File: src/rtl/vpu_line_sched.sv
// vpu_line_sched: per-scanline DMA setup sequencer for the VPU register port.
// On each qualifying line tick it issues a fixed six-write sequence:
//   external address, step, cache pointer, and finally length, which starts the transfer.
// CPU accesses to the VPU port pass through while idle and are stalled otherwise.
module vpu_line_sched #(
    parameter logic [15:0] CACHE_BASE = 16'h0000,
    parameter logic [7:0]  DMA_STEP   = 8'h01
) (
    input  logic       clk,
    input  logic       rst_n,
    input  logic       line_tick,
    input  logic       frame_start,
    input  logic       s_cs,
    input  logic       s_rw,
    input  logic [2:0] s_ad,
    input  logic [7:0] s_di,
    output logic [7:0] s_do,
    input  logic       c_cs,
    input  logic       c_rw,
    input  logic [4:0] c_ad,
    input  logic [7:0] c_di,
    output logic       c_wait,
    output logic       v_cs,
    output logic       v_rw,
    output logic [4:0] v_ad,
    output logic [7:0] v_di
);

    typedef enum logic [2:0] {
        S_IDLE = 3'd0,
        S_W_AH = 3'd1,
        S_W_AL = 3'd2,
        S_W_ST = 3'd3,
        S_W_CH = 3'd4,
        S_W_CL = 3'd5,
        S_W_LN = 3'd6
    } state_t;

    state_t      state_q, state_d;

    // Programmed configuration
    logic [7:0]  base_hi_q, base_hi_d;
    logic [7:0]  base_lo_q, base_lo_d;
    logic [7:0]  stride_q, stride_d;
    logic [7:0]  length_q, length_d;
    logic [7:0]  first_q, first_d;
    logic [7:0]  count_q, count_d;
    logic        en_q, en_d;
    logic        ovr_q, ovr_d;
    logic [7:0]  s_do_q, s_do_d;

    // Per-frame working state
    logic [15:0] cur_addr_q, cur_addr_d;
    logic [8:0]  line_cnt_q, line_cnt_d;
    logic [7:0]  remain_q, remain_d;
    logic        fs_pend_q, fs_pend_d;

    logic        busy_s;
    logic        start_ok_s;
    logic        s_wr_s;
    logic        s_rd_s;
    logic [7:0]  rd_data_s;
    logic [4:0]  seq_ad_s;
    logic [7:0]  seq_di_s;

    assign busy_s     = (state_q != S_IDLE);
    assign s_wr_s     = s_cs & ~s_rw;
    assign s_rd_s     = s_cs & s_rw;
    assign start_ok_s = (line_cnt_q >= {1'b0, first_q}) && (remain_q != 8'h00);

    // Next-state and per-state VPU write address/data for the setup sequence
    always_comb begin
        state_d  = state_q;
        seq_ad_s = 5'h00;
        seq_di_s = 8'h00;
        case (state_q)
            S_IDLE: begin
                if (!frame_start && line_tick && en_q && start_ok_s) begin
                    state_d = S_W_AH;
                end else begin
                    state_d = S_IDLE;
                end
            end
            S_W_AH: begin
                state_d  = S_W_AL;
                seq_ad_s = 5'h0C;
                seq_di_s = cur_addr_q[15:8];
            end
            S_W_AL: begin
                state_d  = S_W_ST;
                seq_ad_s = 5'h0D;
                seq_di_s = cur_addr_q[7:0];
            end
            S_W_ST: begin
                state_d  = S_W_CH;
                seq_ad_s = 5'h0E;
                seq_di_s = DMA_STEP;
            end
            S_W_CH: begin
                state_d  = S_W_CL;
                seq_ad_s = 5'h00;
                seq_di_s = CACHE_BASE[15:8];
            end
            S_W_CL: begin
                state_d  = S_W_LN;
                seq_ad_s = 5'h01;
                seq_di_s = CACHE_BASE[7:0];
            end
            S_W_LN: begin
                state_d  = S_IDLE;
                seq_ad_s = 5'h0F;
                seq_di_s = length_q;
            end
            default: begin
                state_d = S_IDLE;
            end
        endcase
    end

    // Frame/line bookkeeping: frame restart, line counting, stride advance
    always_comb begin
        cur_addr_d = cur_addr_q;
        line_cnt_d = line_cnt_q;
        remain_d   = remain_q;
        fs_pend_d  = fs_pend_q;
        case (state_q)
            S_IDLE: begin
                if (frame_start) begin
                    // frame_start wins over a coincident tick
                    cur_addr_d = {base_hi_q, base_lo_q};
                    line_cnt_d = 9'd0;
                    remain_d   = count_q;
                    fs_pend_d  = 1'b0;
                end else if (line_tick && en_q) begin
                    if (line_cnt_q != 9'h1FF) begin
                        line_cnt_d = line_cnt_q + 9'd1;
                    end else begin
                        line_cnt_d = line_cnt_q;
                    end
                end else begin
                    line_cnt_d = line_cnt_q;
                end
            end
            S_W_LN: begin
                cur_addr_d = cur_addr_q + {8'h00, stride_q};
                remain_d   = remain_q - 8'd1;
                if (fs_pend_q || frame_start) begin
                    // deferred frame restart overrides the stride update
                    cur_addr_d = {base_hi_q, base_lo_q};
                    line_cnt_d = 9'd0;
                    remain_d   = count_q;
                    fs_pend_d  = 1'b0;
                end else begin
                    fs_pend_d  = fs_pend_q;
                end
            end
            default: begin
                if (frame_start) begin
                    fs_pend_d = 1'b1;
                end else begin
                    fs_pend_d = fs_pend_q;
                end
            end
        endcase
    end

    // Scheduler register file: writes, read mux, overrun flag
    always_comb begin
        base_hi_d = base_hi_q;
        base_lo_d = base_lo_q;
        stride_d  = stride_q;
        length_d  = length_q;
        first_d   = first_q;
        count_d   = count_q;
        en_d      = en_q;
        ovr_d     = ovr_q;
        rd_data_s = 8'h00;
        if (s_wr_s) begin
            case (s_ad)
                3'd0:    base_hi_d = s_di;
                3'd1:    base_lo_d = s_di;
                3'd2:    stride_d  = s_di;
                3'd3:    length_d  = s_di;
                3'd4:    first_d   = s_di;
                3'd5:    count_d   = s_di;
                3'd6:    en_d      = s_di[7];
                default: en_d      = en_q;
            endcase
        end else begin
            en_d = en_q;
        end
        case (s_ad)
            3'd0:    rd_data_s = base_hi_q;
            3'd1:    rd_data_s = base_lo_q;
            3'd2:    rd_data_s = stride_q;
            3'd3:    rd_data_s = length_q;
            3'd4:    rd_data_s = first_q;
            3'd5:    rd_data_s = count_q;
            3'd6:    rd_data_s = {en_q, 5'b00000, ovr_q, busy_s};
            3'd7:    rd_data_s = cur_addr_q[15:8];
            default: rd_data_s = 8'h00;
        endcase
        if (s_rd_s && (s_ad == 3'd6)) begin
            ovr_d = 1'b0;
        end else begin
            ovr_d = ovr_q;
        end
        // a fresh overrun is never lost to a coincident clear
        if (busy_s && line_tick) begin
            ovr_d = 1'b1;
        end else begin
            ovr_d = ovr_d;
        end
        if (s_rd_s) begin
            s_do_d = rd_data_s;
        end else begin
            s_do_d = s_do_q;
        end
    end

    // State and register update
    always_ff @(posedge clk or negedge rst_n) begin
        if (!rst_n) begin
            state_q    <= S_IDLE;
            base_hi_q  <= 8'h00;
            base_lo_q  <= 8'h00;
            stride_q   <= 8'h00;
            length_q   <= 8'h00;
            first_q    <= 8'h00;
            count_q    <= 8'h00;
            en_q       <= 1'b0;
            ovr_q      <= 1'b0;
            s_do_q     <= 8'h00;
            cur_addr_q <= 16'h0000;
            line_cnt_q <= 9'd0;
            remain_q   <= 8'h00;
            fs_pend_q  <= 1'b0;
        end else begin
            state_q    <= state_d;
            base_hi_q  <= base_hi_d;
            base_lo_q  <= base_lo_d;
            stride_q   <= stride_d;
            length_q   <= length_d;
            first_q    <= first_d;
            count_q    <= count_d;
            en_q       <= en_d;
            ovr_q      <= ovr_d;
            s_do_q     <= s_do_d;
            cur_addr_q <= cur_addr_d;
            line_cnt_q <= line_cnt_d;
            remain_q   <= remain_d;
            fs_pend_q  <= fs_pend_d;
        end
    end

    // VPU port mux: CPU passthrough when idle, sequencer otherwise
    always_comb begin
        if (busy_s) begin
            v_cs   = 1'b1;
            v_rw   = 1'b0;
            v_ad   = seq_ad_s;
            v_di   = seq_di_s;
            c_wait = c_cs;
        end else begin
            v_cs   = c_cs;
            v_rw   = c_rw;
            v_ad   = c_ad;
            v_di   = c_di;
            c_wait = 1'b0;
        end
    end

    assign s_do = s_do_q;

endmodule

File: config.mk
export PLATFORM = sky130hd
export DESIGN_NAME = vpu_line_sched
export DESIGN_NICKNAME = d
export VERILOG_FILES = /design/src/rtl/vpu_line_sched.sv
export SDC_FILE = /design/constraint.sdc
export NUM_CORES = 1
export LEC_CHECK = 0
export BUFFER_PORTS_ARGS = -buffer_cell sky130_fd_sc_hd__buf_4
export CORE_MARGIN = 2
export CORE_UTILIZATION = 40
export CTS_CLUSTER_DIAMETER = 50
export DETAILED_ROUTE_END_ITERATION = 10
export SLEW_MARGIN = 20
export SYNTH_ARGS = -nofsm -noshare
export SYNTH_HDL_FRONTEND = slang
export SYNTH_SLANG_ARGS = --single-unit
File: constraint.sdc
create_clock -name clk -period 3.5 [get_ports clk]
set_clock_uncertainty 0.05 [all_clocks]
set_input_delay 0.35 -clock clk [delete_from_list [all_inputs] [get_ports clk]]
set_output_delay 0.35 -clock clk [all_outputs]
set_load 0.03 [all_outputs]
Yosys cells after proc, flatten, opt, wreduce, memory -nomap -nowiden. Index checks and enable logic that the tools add are counted.

Register bits: 95. Output and inout port bits: 24. Word-level logic and storage cells: 92.

Add/sub/neg operators: 3. Magnitude comparators: 1. Equality and inequality tests: 18. Multiplexer cells: 27. Bitwise gates (word level): 3. Reduce and logical (&&, ||, !) cells: 26.

Operators with widths (number): $pmux 8 s8 (1); $mux 9 (4); $mux 16 (2); $pmux 16 s2 (1); $pmux 8 s4 (1); $mux 8 (3); $eq 3x3->1 const B (7); $pmux 4 s5 (1); $pmux 3 s6 (1); $pmux 9 s2 (1); $add 16x8->16 (1); $pmux 8 s2 (1); $reduce_and 2->1 (8); $eq 3x2->1 const B (4); $add 9x1->9 const B (1); $ge 9x8->1 (1); $mux 1 (9); $ne 9x9->1 const B (1); $reduce_bool 8->1 (1); $sub 8x1->8 const B (1); $logic_and 1x1->1 (7); $eq 3x1->1 const B (2); $logic_not 3->1 (2); $ne 3x3->1 const B (2); other kinds (11) (15).

Logic depth before layout (Yosys ltp). Gate-level depths: netlist of run 1.

Word-level depth: 6. Mapped depth: 11.

Worst setup path after synthesis of run 1. OpenSTA, ideal clock, no wires.

Path kind: reg2reg. Start: register line_cnt_q[2]. End: register line_cnt_q[5]. Data arrival time: 2.025 ns. Data required time: 3.326 ns. Slack: 1.302 ns. Stages on the path, launching flop included: 12. Buffers on the path: 1. Period minus slack after synthesis: 2.198 ns. Cell sequence: dfrtp_1 > and3_1 > and3_1 > and3_1 > ha_1 > and3b_1 > o21ai_1 > a21oi_1 > buf_4 > nand4_1 > xor2_1 > nor2_1.

Cells in the longest elaborated chain, start to end: 5.

RTL lines: start, declared (RTL line 54) `logic [8:0] line_cnt_q, line_cnt_d;`; start signal, assigned (RTL line 250) `line_cnt_q <= line_cnt_d;`; $add 9x1->9 (RTL line 136) `line_cnt_d = line_cnt_q + 9'd1;`; $mux 9 (RTL line 135) `if (line_cnt_q != 9'h1FF) begin`; $mux 9 (RTL line 134) `end else if (line_tick && en_q) begin`; $mux 9 (RTL line 128) `if (frame_start) begin`; $pmux 9 s2 (RTL line 126) `case (state_q)`.

Parallel ways exist; a longest one is shown, timed or not. The select of a mux whose other input is x is not followed. A chain may end at the register's enable or synchronous reset.

Worst setup path after layout of run 1.
Start: register state_q[2]. End: register cur_addr_q[9].

Cells in the longest elaborated chain, start to end: 3.

RTL lines: start, declared (RTL line 39) `state_t state_q, state_d;`; start signal, assigned (RTL line 239) `state_q <= state_d;`; $eq 3x3->1 / $logic_not 3->1 (equally long branches) (RTL line 126); $reduce_bool 2->1 (no line) / $ne 2x2->1 (equally long branches); $reduce_and 2->1 (no line); end signal, assigned (RTL line 249) `cur_addr_q <= cur_addr_d;`; end, declared (RTL line 53) `logic [15:0] cur_addr_q, cur_addr_d;`.

Parallel ways exist; a longest one is shown, timed or not.

==> PnR_summary.wiki, run 1 <==
{| class="wikitable"
! Metric !! Value
|-
| Run status || complete, but fails checks
|-
| Violated checks || negative hold slack
|-
| Worst r2r path cells || 6
|-
| CTS clk-pin slew, worst paths || 70 ps
|-
| Cts bufs inserted || 9
|-
| RSZ-0062 raised after global routing || no
|-
| Remaining global-route overflow || 0
|-
| Largest vdd supply drop || about 0.28 mV
|-
| Mean number of vias per cell || 5.76
|-
| Sinks on Clock Net || 95
|-
| Startpoint type of the worst setup path || flip-flop
|-
| Area grow syn2layout || 13.7%
|-
| Final estimated routing congestion in global placement || 0.870
|-
| Highest attainable clock frequency || approximately 0.36 GHz
|-
| Placeable core region || around 14,000 um2
|-
| Number of warnings issued by yosys || 0
|-
| Most flop-heavy register || cur_addr_q
|-
| Post-Syn Area per Cell || around 9.7 um2
|-
| Die Footprint || about 15,000 um2
|-
| Post-CTS resize count || 0
|-
| Maximum number of pins on one net before global-route repair || 54
|-
| Setup bufs post-CTS || 0
|-
| Largest area contributor in the netlist || sky130_fd_sc_hd__dfrtp_1
|-
| Estimated wirelength of the detail-placed design || between 10,000 and 15,000 um
|-
| Startpoint-to-endpoint class of the critical path || reg -> reg
|-
| Wire length of the first global-routing pass || 25,600 um
|-
| Routed length per instance || 20.6 um
|-
| Synthesized cell area || 5620 um2
|-
| Proportion of layout cells with a drive suffix above 1 || 0.228
|-
| Post-CTS Hold Buffers || 0
|-
| Total placed instance area || 6100 um2
|-
| Final critical-path required period || 2750 ps
|-
| First drt pass iteration count || 5
|-
| Setup violations, final || 0
|-
| Cell Rows || 43
|-
| Primary flip-flop cell chosen by synthesis mapping || sky130_fd_sc_hd__dfrtp_1
|-
| Final core utilization || 0.462
|-
| Antenna diode instance count || 0
|-
| Longest Clk Path Bufs || 2
|-
| Final wirelength || about 17,000 um
|-
| TritonCTS clock tree || yes
|-
| Endpoint class of the critical path || flip-flop
|-
| Number of instances in the synthesized netlist || 578
|-
| Initial antenna violation count || 0
|-
| Final nets || 670
|-
| Number of buffers added on ports || 55
|-
| Chip Width || 123 um
|-
| Global-route usage over all layers || 0.230
|-
| Synth Register Bits || between 90 and 100
|-
| Number of global-route vias before repair || 4,415
|-
| Final cell area excluding filler cells || 6390 um2
|-
| Hold slack final || -29.0 ps
|-
| Number of enable flip-flop cells after synthesis || 0
|-
| Pin slew with the least headroom to its limit || 1020 ps
|-
| Fraction of the yosys area taken by sequential cells || 0.423
|-
| Post-route non-filler standard cell count || 802
|-
| Worst path arrival time || 2920 ps
|-
| Max-slew headroom at the worst pin || 0.318
|-
| Registers with the highest flip-flop counts || cur_addr_q x16, line_cnt_q x9
|-
| Number of primary I/O pins || 56
|-
| Die Ht || about 120 um
|-
| Top post-synthesis cells by area || sky130_fd_sc_hd__dfrtp_1, sky130_fd_sc_hd__mux2_2, sky130_fd_sc_hd__ha_1, sky130_fd_sc_hd__nand2_1, sky130_fd_sc_hd__a21oi_1
|-
| Fraction of the cycle the final worst path needs || 0.785
|-
| Master cell of the clock root buffer || sky130_fd_sc_hd__clkbuf_16
|-
| Area share of the largest cell type after synthesis || 0.423
|-
| Final hold violations || 25
|-
| Via count || 4,620
|-
| Async set-reset flop share out of synthesis || 1.00
|-
| Power density over cell area || 779 nW/um2
|-
| Cell leakage power || roughly 2.8 nW
|-
| Endpoint required time on the critical path || between 3000 and 4000 ps
|-
| Final antenna-violating net count || 0
|-
| Starting Density || 0.407
|-
| Number of nets produced by synthesis || approximately 630
|-
| Number of DRC violations after detailed routing || 0
|-
| Max reg flops || 16
|-
| Placed cells || 786
|-
| Path category of the worst min-delay check || in -> async
|-
| Clock insertion delay at the later pin of the skew report || 360 ps
|-
| Violation count after the first detailed-routing iteration || 415
|-
| Maximum fanout along the worst path || 24
|-
| Accumulated negative setup slack || 0 ps
|-
| H-tree depth reported by CTS || 3
|-
| Final max-slew violation count || 0
|-
| Library cells used by synthesis || 67
|-
| Max_cap viols || 0
|}
-- metal layers --
layer	routed length, um	track usage	part of all wire
met1	7720	0.338	0.47
met2	7470	0.342	0.45
met3	950	0.0362	0.058
met4	368	0.0855	0.022
met5	0	0	0
-- logic make-up after synthesis --
group | Yosys count | share of synthesized area
flops | 95 | 0.423
xor+xnor | 10 | 0.0156
buf+inv | 56 | 0.0518
compound gates | 158 | 0.177
fa+ha+maj | 21 | 0.0481
mux | 66 | 0.132
simple gates | 172 | 0.153
-- critical path, cell delays in order (launching register included) --
cell and delay (ps):
sky130_fd_sc_hd__dfrtp_1 610, sky130_fd_sc_hd__and2_1 370, sky130_fd_sc_hd__a21oi_2 200, sky130_fd_sc_hd__or2_1 810, sky130_fd_sc_hd__nor2_4 140, sky130_fd_sc_hd__a221oi_1 320, sky130_fd_sc_hd__nand3_1 120
-- power by group --
| part | total (mW) | switching, mW | internal, mW |
|---|---|---|---|
| logic | 2.11 | 1.23 | 0.874 |
| clock network | 0.999 | 0.425 | 0.573 |
| registers | 1.87 | 0.452 | 1.42 |
-- layout by cell type (no fill, tap or decap), types with 5 or more instances in the layout --
master,synthesis,final
sky130_fd_sc_hd__nand3_1,24,24
sky130_fd_sc_hd__a21oi_1,37,37
sky130_fd_sc_hd__and3_1,6,6
sky130_fd_sc_hd__nor3_1,6,6
sky130_fd_sc_hd__o21ai_0,37,37
sky130_fd_sc_hd__nand2_1,50,50
sky130_fd_sc_hd__nand2b_1,7,7
sky130_fd_sc_hd__a211oi_1,5,5
sky130_fd_sc_hd__a22oi_1,15,15
sky130_fd_sc_hd__nor2b_1,9,9
sky130_fd_sc_hd__clkbuf_16,0,9
sky130_fd_sc_hd__xor2_1,8,8
sky130_fd_sc_hd__nand4_1,7,7
sky130_fd_sc_hd__ha_1,20,20
sky130_fd_sc_hd__o211ai_1,7,7
sky130_fd_sc_hd__mux2_2,54,54
sky130_fd_sc_hd__mux2i_1,11,11
sky130_fd_sc_hd__nor2_1,39,39
sky130_fd_sc_hd__o21ai_1,14,14
sky130_fd_sc_hd__and2_1,5,5
sky130_fd_sc_hd__o22ai_1,11,11
sky130_fd_sc_hd__buf_4,3,61
sky130_fd_sc_hd__inv_1,22,22
sky130_fd_sc_hd__dfrtp_1,95,95
-- through the flow --
step / setup WS (ps) / total power [mW]
floorplan: 1300 / 3.28
global placement: 881 / 3.92
detailed placement: 772 / 3.97
CTS: 763 / 4.98
global route: 563 / 5.30
finish: 753 / 4.98
-- final timing paths --
| path | from | to | slack [ps] |
|---|---|---|---|
| min in group clk | s_di[1] | count_q[1] | 240 |
| worst min register to register | s_do[1] | s_do[1] | 450 |
| worst max register to register | state_q[2] | cur_addr_q[9] | 750 |
| worst max-delay path | state_q[2] | cur_addr_q[9] | 750 |
| max in group asynchronous | rst_n | line_cnt_q[2] | 2610 |
| worst min-delay path | rst_n | remain_q[0] | -30 |
-- cells in the mapped netlist, drive strengths merged, types with 2 or more instances --
master  count
dfrtp      95
mux2       54
o21ai      51
nand2      50
nor2       42
a21oi      38
nand3      24
inv        23
buf        22
ha         20
a22oi      15
o22ai      12
clkbuf     11
mux2i      11
nor2b      11
xor2        8
nand2b      7
nand4       7
nor3        7
o211ai      7
and2        6
and3        6
a211oi      5
a21o        5
a31oi       5
a221oi      4
o221ai      3
nor4        2
o21a        2
o31a        2
or4         2
xnor2       2
-- area by class of cell --
type                    count  area [um2]
multi-input cells         427        2950
flip-flops and latches     95        2380
clock inverters             3        42.5
fillers                  1322        7430
clock buffers              13         250
inverters                  23        86.3
repair buffers             61         458
well taps                 180         225
(Power assumes the default switching activity.)
==> run 2: changes to the inputs <==
==> constraint.sdc (replaced) <==
create_clock -name clk -period 2.4 [get_ports clk]
set_clock_uncertainty 0.05 [all_clocks]
set_input_delay 0.24 -clock clk [delete_from_list [all_inputs] [get_ports clk]]
set_output_delay 0.24 -clock clk [all_outputs]
set_load 0.03 [all_outputs]
==> PnR_summary.wiki, run 2 (synthesized netlist as in run 1, its figures left out) <==
{| class="wikitable"
! Metric !! Value
|-
| Registers with the highest flip-flop counts || cur_addr_q x16, line_cnt_q x9
|-
| Final Power || 7.60 mW
|-
| Maximum fanout along the worst path || 7
|-
| Number of buffers added on ports || 55
|-
| Worst setup timing slack at the placement stage || ~63 ps
|-
| Placeable core region || 13,800 um2
|-
| Area grow syn2layout || 17.6%
|-
| Commonest cells after routing, fill and taps aside || sky130_fd_sc_hd__dfrtp_1, sky130_fd_sc_hd__buf_4, sky130_fd_sc_hd__mux2_2, sky130_fd_sc_hd__nand2_1, sky130_fd_sc_hd__nor2_1
|-
| Most flop-heavy register || cur_addr_q
|-
| H-tree depth reported by CTS || 3
|-
| Longest Clk Path Bufs || 2
|-
| Proportion of layout cells with a drive suffix above 1 || 0.264
|-
| Power density over cell area || between 1000 and 1500 nW/um2
|-
| Die Ht || roughly 120 um
|-
| Final core utilization || 0.478
|-
| Number of global-route vias before repair || 4,574
|-
| Number of DRC violations after detailed routing || 0
|-
| Setup slack on the worst flop-to-flop path || roughly 120 ps
|-
| Final wirelength || 16,600 um
|-
| Sinks on Clock Net || 95
|-
| Startpoint-to-endpoint class of the critical path || reg -> reg
|-
| Chip Width || 123 um
|-
| Largest vdd supply drop || 0.397 mV
|-
| Worst path arrival time || about 2500 ps
|-
| Endpoint required time on the critical path || 2630 ps
|-
| First drt pass iteration count || 5
|-
| Least setup slack across all paths after layout || 118 ps
|-
| Final max-slew violation count || 0
|-
| Max reg flops || 16
|-
| Maximum number of pins on one net before global-route repair || 49
|-
| Global-route usage over all layers || 0.229
|-
| Wire length of the first global-routing pass || 25,800 um
|-
| Final antenna-violating net count || 0
|-
| Violation count after the first detailed-routing iteration || 477
|-
| Setup violations, final || 0
|-
| Estimated wirelength of the detail-placed design || between 10,000 and 15,000 um
|-
| Worst r2r path cells || 9
|-
| Starting Density || 0.407
|-
| Max-slew headroom at the worst pin || 0.546
|-
| Die Footprint || 15,000 um2
|-
| Master cell of the clock root buffer || sky130_fd_sc_hd__clkbuf_16
|-
| Path category of the worst min-delay check || in -> reg
|-
| CTS clk-pin slew, worst paths || about 60 ps
|-
| Hold Path Depth || 3
|-
| Via count || 4,754
|-
| Final nets || 686
|-
| Routed length per instance || between 20 and 25 um
|-
| Number of primary I/O pins || 56
|-
| Antenna diode instance count || 0
|-
| Final estimated routing congestion in global placement || 0.952
|-
| Total placed instance area || just over 6000 um2
|-
| Initial antenna violation count || 0
|-
| Mean number of vias per cell || 5.83
|-
| Clock insertion delay at the later pin of the skew report || 350 ps
|-
| Most common cell after layout, fill and taps aside || sky130_fd_sc_hd__dfrtp_1
|-
| Endpoint class of the critical path || flip-flop
|-
| Remaining global-route overflow || 0
|-
| Final hold violations || 0
|-
| Cell leakage power || ~2.9 nW
|-
| RSZ-0062 raised after global routing || yes
|-
| Fraction of the cycle the final worst path needs || 0.951
|-
| TritonCTS clock tree || yes
|-
| Cts bufs inserted || 9
|-
| Startpoint type of the worst setup path || flip-flop
|-
| Cell Rows || 43
|-
| Final cell area excluding filler cells || approximately 6600 um2
|-
| Max_cap viols || 0
|-
| Count of fill cells added during filler insertion || roughly 1,300
|-
| Run status || finished clean
|-
| Pin slew with the least headroom to its limit || just under 700 ps
|-
| Highest attainable clock frequency || approximately 0.44 GHz
|-
| Final critical-path required period || 2280 ps
|}
## run 2: cell types whose count changed in the layout (fill, tap and decap cells not counted), sizes merged
cell	change
dlygate4sd3	+1
clkinv	-1
clkdlybuf4s15	+1
clkbuf	-2
buf	+14
bufinv	+1
## run 2: worst paths after layout
kind	endpoint	start
min in group asynchronous	cur_addr_q[6]	rst_n
max reg2reg	cur_addr_q[12]	cur_addr_q[0]
max	cur_addr_q[12]	cur_addr_q[0]
min	ovr_q	line_tick
max in group asynchronous	line_cnt_q[2]	rst_n
min reg2reg	s_do[7]	s_do[7]
## run 2: per-layer routing
| metal | track usage | vias to the layer above | share of wire | wire, um |
|---|---|---|---|---|
| met5 | 0 | - | 0 | 0 |
| met1 | 0.332 | 2359 | 0.46 | 7700 |
| met4 | 0.0539 | 0 | 0.014 | 231 |
| li1 | - | 2217 | - | - |
| met3 | 0.0502 | 14 | 0.065 | 1090 |
| met2 | 0.350 | 164 | 0.46 | 7600 |
## run 2: report_power, final
part | total (mW) | internal (mW) | switching, mW
Sequential | 2.67 | 2.07 | 0.592
Clock | 1.58 | 0.959 | 0.619
Combinational | 3.36 | 1.42 | 1.94
Total | 7.60 | 4.46 | 3.15
## run 2: cell type report
type,count,area [um2],area share
sequential,95,2380,0.360
inverter,23,86.3,0.0131
timing repair buffer,77,601,0.0908
clock inverter,3,67.6,0.0102
tap,180,225,0.0341
clock buffer,11,253,0.0382
multi-input combinational,427,3000,0.454
## run 2: per-stage QoR
step           instances  TNS (ps)  hold slack [ps]
2_1_floorplan        578         0             -106
3_3_place_gp         797         0              259
3_5_place_dp         797         0              271
4_1_cts              812         0              100
5_1_grt              816     -41.3              123
6_report             816         0              104
## run 2: worst max-delay path, stage by stage (launching register included)
cell and delay [ps]:
sky130_fd_sc_hd__dfrtp_1 370, sky130_fd_sc_hd__ha_1 170, sky130_fd_sc_hd__inv_1 60, sky130_fd_sc_hd__fa_2 350
sky130_fd_sc_hd__nor2b_2 150, sky130_fd_sc_hd__o311a_2 200, sky130_fd_sc_hd__o22ai_4 110, sky130_fd_sc_hd__or3b_4 430
sky130_fd_sc_hd__a21oi_2 170, sky130_fd_sc_hd__a2bb2oi_2 150
## run 2: what timing repair did
action                                  in CTS  in global routing
setup buffers                                0                  3
resized for setup                            1                 11
pin swaps                                    0                  2
cloned                                       0                  1
endpoints found under the setup margin       1                  7
endpoints found under the hold margin       46                  0
hold buffers                                 1                  0
==> run 3: changes to the inputs <==
--- a/config.mk
+++ b/config.mk
@@ -5,11 +5,10 @@
 export SDC_FILE = /design/constraint.sdc
 export NUM_CORES = 1
 export LEC_CHECK = 0
-export BUFFER_PORTS_ARGS = -buffer_cell sky130_fd_sc_hd__buf_4
 export CORE_MARGIN = 2
 export CORE_UTILIZATION = 40
-export CTS_CLUSTER_DIAMETER = 50
 export DETAILED_ROUTE_END_ITERATION = 10
+export DONT_BUFFER_PORTS = 1
 export SLEW_MARGIN = 20
 export SYNTH_ARGS = -nofsm -noshare
 export SYNTH_HDL_FRONTEND = slang
==> PnR_summary.wiki, run 3 (synthesized netlist as in run 1, its figures left out) <==
{| class="wikitable"
! Metric !! Value
|-
| Max reg flops || 16
|-
| Initial antenna violation count || 0
|-
| CTS clk-pin slew, worst paths || 70 ps
|-
| Startpoint-to-endpoint class of the critical path || reg -> reg
|-
| TritonCTS clock tree || yes
|-
| Commonest cells after routing, fill and taps aside || sky130_fd_sc_hd__dfrtp_1, sky130_fd_sc_hd__mux2_2, sky130_fd_sc_hd__nand2_1, sky130_fd_sc_hd__nor2_1
|-
| Fraction of the cycle the final worst path needs || 0.949
|-
| Chip Width || 123 um
|-
| Starting Density || 0.407
|-
| Final max-slew violation count || 0
|-
| Accumulated negative setup slack || 0 ps
|-
| Registers with the highest flip-flop counts || cur_addr_q x16, line_cnt_q x9
|-
| Global-route usage over all layers || 0.231
|-
| Highest attainable clock frequency || 0.439 GHz
|-
| Max_cap viols || 0
|-
| Final nets || 656
|-
| Setup slack on the worst flop-to-flop path || 120 ps
|-
| Hold slack final || -462 ps
|-
| Final estimated routing congestion in global placement || approximately 0.93
|-
| Cell Rows || 43
|-
| Worst r2r path cells || 11
|-
| Routed length per instance || 21.0 um
|-
| Endpoint class of the critical path || flip-flop
|-
| FF-to-FF End || line_cnt_q[3]
|-
| Violation count after the first detailed-routing iteration || 455
|-
| Run status || complete, but fails checks
|-
| Post-route non-filler standard cell count || 788
|-
| Wire length of the first global-routing pass || 25,900 um
|-
| Number of DRC violations after detailed routing || 0
|-
| Most common cell after layout, fill and taps aside || sky130_fd_sc_hd__dfrtp_1
|-
| Least setup slack across all paths after layout || 122 ps
|-
| Pin slew with the least headroom to its limit || 618 ps
|-
| Power density over cell area || 1150 nW/um2
|-
| Clock insertion delay at the later pin of the skew report || ~340 ps
|-
| Sequential cell area || approximately 2400 um2
|-
| Worst path arrival time || approximately 2500 ps
|-
| Placeable core region || 13,800 um2
|-
| Placed cells || between 700 and 800
|-
| Remaining global-route overflow || 0
|-
| Final core utilization || 0.459
|-
| Mean number of vias per cell || 5.92
|-
| Largest vdd supply drop || ~0.46 mV
|-
| Max-slew headroom at the worst pin || 0.587
|-
| Endpoint required time on the critical path || 2570 ps
|-
| Multi-input logic area || 2960 um2
|-
| Worst setup timing slack at the placement stage || 90.6 ps
|-
| First drt pass iteration count || 5
|-
| Master cell of the clock root buffer || sky130_fd_sc_hd__clkbuf_16
|-
| Final antenna-violating net count || 0
|-
| Via count || about 4,700
|-
| Path category of the worst min-delay check || in -> async
|-
| Proportion of layout cells with a drive suffix above 1 || 0.196
|-
| Violated checks || negative hold slack
|-
| Area grow syn2layout || 12.9%
|-
| Final wirelength || 16,600 um
|-
| Die Footprint || between 15,000 and 20,000 um2
|-
| Most flop-heavy register || cur_addr_q
|-
| Reg-to-reg startpoint || line_cnt_q[2]
|-
| Startpoint type of the worst setup path || flip-flop
|-
| Number of buffers added on ports || 0
|-
| H-tree depth reported by CTS || 3
|-
| Estimated wirelength of the detail-placed design || 11,800 um
|-
| Number of primary I/O pins || 56
|-
| Maximum number of pins on one net before global-route repair || 96
|-
| Maximum fanout along the worst path || 10
|-
| Longest Clk Path Bufs || 2
|-
| Count of fill cells added during filler insertion || 1,309
|-
| Final hold violations || 95
|-
| Die Ht || around 120 um
|-
| RSZ-0062 raised after global routing || yes
|-
| Final critical-path required period || 2280 ps
|-
| Number of global-route vias before repair || 4,469
|-
| Sinks on Clock Net || 95
|-
| Setup violations, final || 0
|-
| Cts bufs inserted || 9
|-
| Cell leakage power || 2.78 nW
|}
[run 3: worst max path at each step]
| stage | startpoint | to | cells after the start |
|---|---|---|---|
| CTS | line_cnt_q[2] | line_cnt_q[3] | 11 |
| detailed placement | line_cnt_q[2] | line_cnt_q[3] | 11 |
| global placement | cur_addr_q[0] | cur_addr_q[12] | 9 |
| finish | line_cnt_q[2] | line_cnt_q[3] | 11 |
| global route | line_cnt_q[2] | line_cnt_q[3] | 11 |
| floorplan | line_cnt_q[2] | line_cnt_q[5] | 11 |
[run 3: what timing repair did]
item	in CTS	in global routing
gates resized for setup	0	2
hold endpoints to repair	135	97
buffers inserted	0	7
setup endpoints to repair	0	10
hold buffers	10	2
[run 3: where the power goes]
group          total [mW]  leakage (nW)  switching (mW)  internal, mW
Combinational        3.13          1.45            1.79          1.34
Sequential           2.66          1.17           0.586          2.07
Clock                1.54         0.155           0.607         0.933
[run 3: metal layers]
metal | GRT usage | part of all wire | wire (um)
met5 | 0 | 0 | 0
met4 | 0.0797 | 0.022 | 367
met2 | 0.335 | 0.45 | 7510
met1 | 0.334 | 0.44 | 7330
met3 | 0.0609 | 0.083 | 1380
[run 3: cell type report]
| type | count | area share |
|---|---|---|
| tap | 180 | 0.0355 |
| clock inverter | 4 | 0.0110 |
| inverter | 23 | 0.0136 |
| sequential | 95 | 0.374 |
| timing repair buffer | 47 | 0.0603 |
| clock buffer | 11 | 0.0382 |
| multi-input combinational | 427 | 0.466 |
| antenna | 1 | 0.000394 |
[run 3: critical path, cell delays in order (launching register included)]
cell and delay, ps:
sky130_fd_sc_hd__dfrtp_1 420, sky130_fd_sc_hd__and3_4 200, sky130_fd_sc_hd__and3_1 190, sky130_fd_sc_hd__and3_1 180, sky130_fd_sc_hd__ha_1 160, sky130_fd_sc_hd__and3b_1 210, sky130_fd_sc_hd__o21ai_1 60, sky130_fd_sc_hd__a21oi_1 160
sky130_fd_sc_hd__buf_4 190, sky130_fd_sc_hd__nand4_1 120, sky130_fd_sc_hd__xor2_1 150, sky130_fd_sc_hd__nor2_1 60
[run 3: through the flow]
step / instance area, um2 / power (mW)
after floorplan: 5620 / 4.79
after global placement: 5850 / 5.61
after detailed placement: 5850 / 5.68
after CTS: 6270 / 7.26
after global routing: 6350 / 7.81
final: 6350 / 7.33
